--- src/rtl/sram_arb_pkg.sv ---
// rtl/sram_arb_pkg.sv - shared types and reset values for sram_arbiter
// Purpose: requester owner encoding, granted-command struct and reset constants
//          shared by sram_arbiter and rr_arb2.
// Ports:   none (package).
// Config:  SRAM_ARB_ROUND_ROBIN_EN selects round-robin arbitration in rr_arb2.
package sram_arb_pkg;

  // Default geometry of the register-file SRAM; cmd_t is sized from these,
  // so the top-level parameters must match them.
  localparam int CMD_DATA_WIDTH = 8;
  localparam int CMD_ADDR_WIDTH = 2;

  typedef enum logic {
    OWN_A = 1'b0,
    OWN_B = 1'b1
  } owner_t;

  typedef struct packed {
    logic                      wr;
    logic [CMD_ADDR_WIDTH-1:0] addr;
    logic [CMD_DATA_WIDTH-1:0] data;
  } cmd_t;

  // B counts as the most recent winner out of reset so A takes the first tie.
  localparam owner_t RST_LAST  = OWN_B;
  localparam owner_t RST_OWNER = OWN_A;
  localparam cmd_t   RST_CMD   = '0;

endpackage

--- src/rtl/sram_arbiter_rr_arb2.sv ---
// rtl/sram_arbiter_rr_arb2.sv - two-input arbiter with optional round-robin pointer
// Purpose: combinational one-hot grant between requesters A and B.
// Ports:   clk, reset  - clock and sync active-high reset (round-robin build only)
//          req_a/req_b - requests (already masked by reset in the top)
//          gnt_a/gnt_b - grants, at most one high, exactly one when any req is high
// Config:  SRAM_ARB_ROUND_ROBIN_EN defined   -> ties go to the port that did not win last
//          SRAM_ARB_ROUND_ROBIN_EN undefined -> fixed priority, A always wins ties
module rr_arb2 (
`ifdef SRAM_ARB_ROUND_ROBIN_EN
  input  logic clk,
  input  logic reset,
`endif
  input  logic req_a,
  input  logic req_b,
  output logic gnt_a,
  output logic gnt_b
);

`ifdef SRAM_ARB_ROUND_ROBIN_EN
  import sram_arb_pkg::*;

  owner_t last;

  // Pointer moves only when someone is actually granted.
  always_ff @(posedge clk) begin
    if (reset) begin
      last <= RST_LAST;
    end else if (gnt_a) begin
      last <= OWN_A;
    end else if (gnt_b) begin
      last <= OWN_B;
    end
  end

  always_comb begin
    gnt_a = req_a & (~req_b | (last == OWN_B));
    gnt_b = req_b & ~gnt_a;
  end
`else
  assign gnt_a = req_a;
  assign gnt_b = req_b & ~req_a;
`endif

endmodule

--- src/rtl/sram_arbiter.sv ---
// rtl/sram_arbiter.sv - two-port arbiter and sequencer for the register-file SRAM
// Purpose: grants one read/write command per cycle from ports A/B, registers it
//          to drive the SRAM pins (stage 1) and returns read data to its owner
//          (stage 2). Grant at t, memory access at t+1, rvalid at t+2.
// Ports:   clk, reset (sync, active-high)
//          x_req/x_wr/x_addr/x_wdata - requester command (x = a, b), held until x_gnt
//          x_gnt                     - command accepted this cycle (combinational)
//          x_rvalid/x_rdata          - read return pulse and held read data
//          mem_wr_en/mem_w_addr/mem_d - SRAM write pins
//          mem_r_addr/mem_q           - SRAM asynchronous read port
// Config:  SRAM_ARB_ROUND_ROBIN_EN enables round-robin tie breaking (see rr_arb2).
module sram_arbiter
  import sram_arb_pkg::*;
#(
  parameter int DATA_WIDTH = CMD_DATA_WIDTH,
  parameter int ADDR_WIDTH = CMD_ADDR_WIDTH
) (
  input  logic                  clk,
  input  logic                  reset,
  input  logic                  a_req,
  input  logic                  a_wr,
  input  logic [ADDR_WIDTH-1:0] a_addr,
  input  logic [DATA_WIDTH-1:0] a_wdata,
  output logic                  a_gnt,
  output logic                  a_rvalid,
  output logic [DATA_WIDTH-1:0] a_rdata,
  input  logic                  b_req,
  input  logic                  b_wr,
  input  logic [ADDR_WIDTH-1:0] b_addr,
  input  logic [DATA_WIDTH-1:0] b_wdata,
  output logic                  b_gnt,
  output logic                  b_rvalid,
  output logic [DATA_WIDTH-1:0] b_rdata,
  output logic                  mem_wr_en,
  output logic [ADDR_WIDTH-1:0] mem_w_addr,
  output logic [ADDR_WIDTH-1:0] mem_r_addr,
  output logic [DATA_WIDTH-1:0] mem_d,
  input  logic [DATA_WIDTH-1:0] mem_q
);

  logic   req_a_live;
  logic   req_b_live;
  cmd_t   gnt_cmd;
  logic   s1_valid;
  owner_t s1_owner;
  cmd_t   s1_cmd;
  logic   rd_fire;

  // Masking requests keeps grants low while reset is high and stops the
  // round-robin pointer from moving during reset.
  assign req_a_live = a_req & ~reset;
  assign req_b_live = b_req & ~reset;

  rr_arb2 u_arb (
`ifdef SRAM_ARB_ROUND_ROBIN_EN
    .clk   (clk),
    .reset (reset),
`endif
    .req_a (req_a_live),
    .req_b (req_b_live),
    .gnt_a (a_gnt),
    .gnt_b (b_gnt)
  );

  always_comb begin
    gnt_cmd = '{wr: a_wr, addr: a_addr, data: a_wdata};
    if (b_gnt) begin
      gnt_cmd = '{wr: b_wr, addr: b_addr, data: b_wdata};
    end
  end

  // Stage 1: command register driving the SRAM pins.
  always_ff @(posedge clk) begin
    if (reset) begin
      s1_valid <= 1'b0;
      s1_owner <= RST_OWNER;
      s1_cmd   <= RST_CMD;
    end else begin
      s1_valid <= a_gnt | b_gnt;
      if (a_gnt | b_gnt) begin
        s1_owner <= b_gnt ? OWN_B : OWN_A;
        s1_cmd   <= gnt_cmd;
      end
    end
  end

  // The SRAM writes asynchronously, so the enable is also cut while reset is
  // high: a write caught in stage 1 when reset arrives never reaches the array.
  assign mem_wr_en  = s1_valid & s1_cmd.wr & ~reset;
  assign mem_w_addr = s1_cmd.addr;
  assign mem_r_addr = s1_cmd.addr;
  assign mem_d      = s1_cmd.data;

  // Stage 2: capture the asynchronous read data for the owning port.
  assign rd_fire = s1_valid & ~s1_cmd.wr;

  always_ff @(posedge clk) begin
    if (reset) begin
      a_rvalid <= 1'b0;
      b_rvalid <= 1'b0;
      a_rdata  <= '0;
      b_rdata  <= '0;
    end else begin
      a_rvalid <= rd_fire && (s1_owner == OWN_A);
      b_rvalid <= rd_fire && (s1_owner == OWN_B);
      if (rd_fire && (s1_owner == OWN_A)) begin
        a_rdata <= mem_q;
      end
      if (rd_fire && (s1_owner == OWN_B)) begin
        b_rdata <= mem_q;
      end
    end
  end

endmodule

--- config.mk ---
export PLATFORM = sky130hd
export DESIGN_NAME = sram_arbiter
export DESIGN_NICKNAME = d
export VERILOG_FILES = /design/src/rtl/sram_arb_pkg.sv /design/src/rtl/sram_arbiter_rr_arb2.sv /design/src/rtl/sram_arbiter.sv
export SDC_FILE = /design/constraint.sdc
export NUM_CORES = 1
export LEC_CHECK = 0
export ABC_AREA = 1
export BUFFER_PORTS_ARGS = -buffer_cell sky130_fd_sc_hd__buf_2
export CORE_MARGIN = 2
export CORE_UTILIZATION = 46
export CTS_CLUSTER_SIZE = 8
export DETAILED_ROUTE_END_ITERATION = 8
export PLACE_DENSITY = 0.78
export SLEW_MARGIN = 40
export SYNTH_ARGS = -nofsm -noshare
export SYNTH_HDL_FRONTEND = slang
export SYNTH_HIERARCHICAL = 1
export SYNTH_SLANG_ARGS = --single-unit
--- constraint.sdc ---
create_clock -name clk -period 1.7 [get_ports clk]
set_clock_uncertainty 0.15 [all_clocks]
set_input_delay 0.17 -clock clk [delete_from_list [all_inputs] [get_ports clk]]
set_output_delay 0.17 -clock clk [all_outputs]
set_load 0.02 [all_outputs]
==> metrics.cfg, run 1 <==
[run_status]
status=finished clean

[logic_synthesis]
syn_nets=239
yosysUniqueCellTypes=18
avgSynthCellArea_um2=7.02
synth_cells=205
seq_area_frac_synth_pct=43.1
yosys_warnings=6
syn_area_mm2=0.00144
ys_seq_elements=31

[critical_path]
critical_path_class=in -> reg
critPathSlowestCell=dlygate4sd3_1
path_cells=dlygate4sd3_1, buf_2, nand2_1, nand2_1, dlygate4sd3_1, nand2_1, nand2_1
worstPathRequired_ns=1.78
worstSetupStartpointType=input port
slowest_delay_ns=0.54
cp_max_fo=1
crit_top_cell=nand2_1
end_kind=register
cp_data_arrival_time_ns=1.58
rrSetupSlack_ns=0.37

[layout]
final_cell_mix=buf_2 (66), nand2_1 (59), dfxtp_1 (30), inv_1 (23)
syn2layout_area_growth_pct=34.8
drive_above_1_share_pct=30.1
num_antenna_cells=0
final_area_mm2=0.00194
final_common_cell=buf_2
nets=314

[global_routing]
grtUsageTotal_pct=20.5
met2_usage_pct=36.8
busiest_layer=met2
antenna_found_initial=0
grt_overflow_total=0
first_global_vias=1320
grt_pass1_wl_mm=5.46
met3_usage_pct=6.93
grt_max_degree=18
met1_usage_pct=22.4

[die]
coreArea_mm2=0.00300
initial_utilization_pct=47.9
die_h_um=59.9
die_area_mm2=0.00359
die_w_um=59.9
io_pins=67
num_rows=20

[drt]
ant_nets=0
first_iter_violations=86
post-route-drc-count=0
routed_via_density=4.72
wl_mm=3.52
vias=1472
wl_per_cell_um=11.3
dr.pass1.iters=4

[placement]
port_buffers=66
gp_congestion=0.813
dp_hpwl_mm=2.37
place_ws_ns=0.203
dpl_cell_area_mm2=0.00168

[power]
peakVddDrop_uv=388
leakagePower_uw=0.00107
power_density_mw_per_mm2=761

[timing]
fin_setup_tns_ns=0
setup_viol=0
fmax_ghz=0.665
rsz0062_at_grt=no
whs_ns=0.0136
max_slew_margin_pct=66.4
worst_pin_slew_ns=0.503
period_needed_ns=1.50
timing.final.crit_share_pct=88.5
drv_slew=0
finalWorstSetupSlack_ns=0.196
hold_violations=0

[cts]
path_clk_slew_ns=0.09
root_buffer=clkbuf_4
clock_path_buffers=2
tritoncts=done
clk-insertion-delay-late_ns=0.33
cts_max_level=2
cts.sinks=31
numCtsBuffers=5
post_cts_buffers=0

[min_path]
hp-class=in -> reg

[flow_run]
cap_viol_max_count=0

==> repair_timing <==
item,4_1_cts,5_1_grt
hold endpoints to repair,28,0
resized for setup,0,2
hold buffers,21,0
endpoints found under the setup margin,0,2
==> cells by family (layout without fill, tap and decap cells) <==
| family | after synthesis | in the layout | synth area share (%) |
|---|---|---|---|
| flip-flops | 31 | 31 | 43.1 |
| AO/OA/AOI/OAI | 9 | 9 | 3.13 |
| buffers and inverters | 49 | 123 | 18.3 |
| AND/OR/NAND/NOR | 116 | 116 | 35.5 |
==> synthesized netlist by cell type <==
cell type | count | area, um^2
nand3_2 | 1 | 10.0
buf_6 | 1 | 11.3
dfxtp_1 | 31 | 621
buf_4 | 15 | 113
nand4_1 | 8 | 50.1
inv_4 | 1 | 6.26
nand2_2 | 1 | 6.26
nand2_1 | 59 | 221
nor2_2 | 2 | 12.5
nand3_1 | 22 | 110
nor2_1 | 22 | 82.6
inv_1 | 23 | 86.3
a21oi_1 | 9 | 45.0
nand3_4 | 1 | 17.5
clkbuf_2 | 1 | 5.00
inv_2 | 1 | 3.75
clkbuf_4 | 1 | 7.51
buf_2 | 6 | 30.0
==> area by class of cell <==
type                            count  area (um^2)
Fill cell                         283         1060
Sequential cell                    31          622
Timing Repair Buffer               92          578
Multi-Input combinational cell    125          561
Inverter                           25         96.3
Clock buffer                        6         41.3
Tap cell                           33         41.3
==> sequential cells by signal, summed over array words and instances, names as in the netlist <==
| name | count |
|---|---|
| mem_r_addr | 2 |
| a_rvalid | 1 |
| a_rdata | 8 |
| s1_owner | 1 |
| s1_cmd | 1 |
| b_rdata | 8 |
| mem_d | 8 |
| s1_valid | 1 |
| b_rvalid | 1 |
==> per-layer routing <==
metal  up-vias  share of wire [%]
met5         -                  0
met4         0               0.97
met3         5                6.7
met2        56                 50
met1       640                 42
li1        771                  -
==> report_power, final <==
| part | total, uW | switching [uW] | leakage, uW | internal [uW] |
|---|---|---|---|---|
| Clock | 378 | 231 | 0.0000242 | 147 |
| Sequential | 791 | 27.5 | 0.000254 | 764 |
| Combinational | 308 | 174 | 0.000797 | 134 |
==> worst max-delay path, delay by kind of cell <==
kind	cells	cell delay, ns
buffers and inverters	3	1.19
AND/OR/NAND/NOR	4	0.21
==> worst paths after layout <==
kind / startpoint / end / cells after the start
worst max register to register: s1_owner / a_rdata[1] / 5
worst min register to register: b_rdata[7] / b_rdata[7] / 2
worst max-delay path: b_wr / s1_cmd[10] / 7
worst min-delay path: a_wdata[6] / mem_d[6] / 5
==> metrics by stage <==
stage / total power, uW / instances / utilization [%]
after floorplan: 1010 / 205 / -
after global placement: 1070 / 285 / 56.0
after detailed placement: 1080 / 285 / 56.0
after CTS: 1490 / 312 / 64.4
after global routing: 1560 / 312 / 64.6
final: 1480 / 312 / 64.6
Note: power is estimated with default switching activity, not from simulation.
==> run 2, diff against run 1 <==
--- a/config.mk
+++ b/config.mk
@@ -12,6 +12,7 @@
 export CTS_CLUSTER_SIZE = 8
 export DETAILED_ROUTE_END_ITERATION = 8
 export PLACE_DENSITY = 0.78
+export RECOVER_POWER = 50
 export SLEW_MARGIN = 40
 export SYNTH_ARGS = -nofsm -noshare
 export SYNTH_HDL_FRONTEND = slang
==> run 2 against run 1 <==
Die area unchanged. Global-route usage unchanged. Clock-buffer cell count unchanged. Design area decreased by 2.1%. Critical endpoint unchanged. Largest power group unchanged. Worst hold slack improved by 0.0060 ns. Sequential power about the same. Clock power about the same.
==> metrics.cfg, run 2 (same netlist as run 1, synthesis figures left out) <==
[critical_path]
critical_path_class=in -> reg
slowest_delay_ns=0.54  ; about the same
crit_top_cell=nand2_1
critPathSlowestCell=dlygate4sd3_1
path_cells=dlygate4sd3_1, buf_2, nand2_1, nand2_1, dlygate4sd3_1, nand2_1, nand2_1
end_kind=register
worstPathRequired_ns=1.78  ; about the same
worstSetupStartpointType=input port
cp_max_fo=1  ; unchanged
cp_data_arrival_time_ns=1.58  ; about the same

[run_status]
status=finished clean

[cts]
root_buffer=clkbuf_4
clk-insertion-delay-late_ns=0.33  ; about the same
cts.sinks=31  ; unchanged
path_clk_slew_ns=0.09  ; about the same
clock_path_buffers=2  ; unchanged
tritoncts=done
numCtsBuffers=5  ; unchanged
post_cts_buffers=0  ; unchanged
cts_max_level=2  ; unchanged

[layout]
syn2layout_area_growth_pct=32.0
final_common_cell=nand2_1
num_antenna_cells=0  ; unchanged
drive_above_1_share_pct=19.0  ; -11 points
final_cell_mix=nand2_1 (59), buf_2 (36), clkbuf_1 (31), dfxtp_1 (30)
final_area_mm2=0.00190  ; -2.1%
nets=314  ; unchanged
final_cells=312  ; unchanged

[timing]
timing.final.crit_share_pct=88.4  ; -0.12 points
period_needed_ns=1.50  ; -0.00204 ns
finalWorstSetupSlack_ns=0.198  ; +0.00204 ns
hold_violations=0  ; unchanged
rsz0062_at_grt=no
max_slew_margin_pct=44.4  ; -22 points
worst_pin_slew_ns=0.831  ; +0.328 ns
fin_setup_tns_ns=0  ; unchanged
setup_viol=0  ; unchanged
drv_slew=0  ; unchanged
fmax_ghz=0.666  ; +0.14%

[placement]
post-place-cells=285  ; unchanged
port_buffers=66  ; unchanged
dpl_cell_area_mm2=0.00168  ; unchanged
place_ws_ns=0.203  ; unchanged
dp_hpwl_mm=2.37  ; unchanged
gp_congestion=0.813  ; unchanged

[die]
die_h_um=59.9  ; unchanged
die_area_mm2=0.00359  ; unchanged
coreArea_mm2=0.00300  ; unchanged
initial_utilization_pct=47.9  ; unchanged
num_rows=20  ; unchanged
die_w_um=59.9  ; unchanged
io_pins=67  ; unchanged

[min_path]
hp-class=in -> reg

[power]
combPwrFrac_pct=20.3  ; -0.5 points
leakagePower_uw=0.000950  ; -12%
sw_frac_of_total_pct=29.5  ; +0.24 points
p_clk_share_pct=25.7  ; about the same
p_int_uw=1030  ; -0.97%
peakVddDrop_uv=386  ; -0.72%
seqPwrFrac_pct=54.0  ; +0.4 points
power.switching_uw=433  ; +0.18%
power_density_mw_per_mm2=773  ; +1.5%

[global_routing]
grt_overflow_total=0  ; unchanged
grt_pass1_wl_mm=5.46  ; unchanged
grt_max_degree=18  ; unchanged
antenna_found_initial=0  ; unchanged
first_global_vias=1320  ; unchanged
grtUsageTotal_pct=20.5  ; unchanged

[drt]
routed_via_density=4.71  ; -0.27%
vias=1468  ; -0.27%
ant_nets=0  ; unchanged
dr.pass1.iters=4  ; unchanged
wl_per_cell_um=11.4  ; +0.65%
wl_mm=3.54  ; +0.65%
first_iter_violations=87  ; +1.2%
post-route-drc-count=0  ; unchanged

[flow_run]
cap_viol_max_count=0  ; unchanged

[run 2: area by class of cell]
| type | instances | area, um^2 |
|---|---|---|
| Timing Repair Buffer | 92 | 541 |
| Inverter | 25 | 96.3 |
| Clock buffer | 6 | 41.3 |
| Fill cell | 300 | 1100 |
| Tap cell | 33 | 41.3 |
| Sequential cell | 31 | 622 |
| Multi-Input combinational cell | 125 | 558 |
[run 2: path summary, 6_finish.rpt]
kind	slack, ns	from	end	cells past startpoint
worst max register to register	0.38	s1_owner	a_rdata[3]	5
worst max-delay path	0.20	b_wr	s1_cmd[10]	7
worst min-delay path	0.02	a_wdata[2]	mem_d[2]	5
worst min register to register	0.31	b_rdata[4]	b_rdata[4]	2
[run 2: routing by layer]
layer  vias to the layer above  part of all wire, %  GRT usage [%]
li1                        769                    -              -
met1                       640                   42           22.4
met2                        54                   51           36.8
met5                         -                    0              0
met4                         0                 0.96           6.35
met3                         5                  6.4           6.93
[run 2: through the flow]
step           util, %  total power [uW]  hold WS [ns]
3_3_place_gp      56.0              1070         0.264
2_1_floorplan        -              1010         0.155
4_1_cts           64.4              1490       0.00588
6_report          63.2              1470        0.0196
3_5_place_dp      56.0              1080         0.271
5_1_grt           63.2              1550        0.0129
[run 2: power by group through the flow]
stage	clock [uW]	combinational (uW)	sequential, uW
floorplan	0	185	820
global placement	0	265	806
detailed placement	0	269	807
CTS	390	307	790
global route	424	330	797
finish	377	297	792
[run 2: critical path: cells and delay by family]
family | cells | cell delay (ns)
and+or+nand+nor | 4 | 0.21
buffers and inverters | 3 | 1.19
[run 2: what timing repair did]
item / in CTS / in global routing
hold buffers: 21 / 0
endpoints found under the hold margin: 28 / 0
resized for setup: 0 / 2
endpoints found under the setup margin: 0 / 2
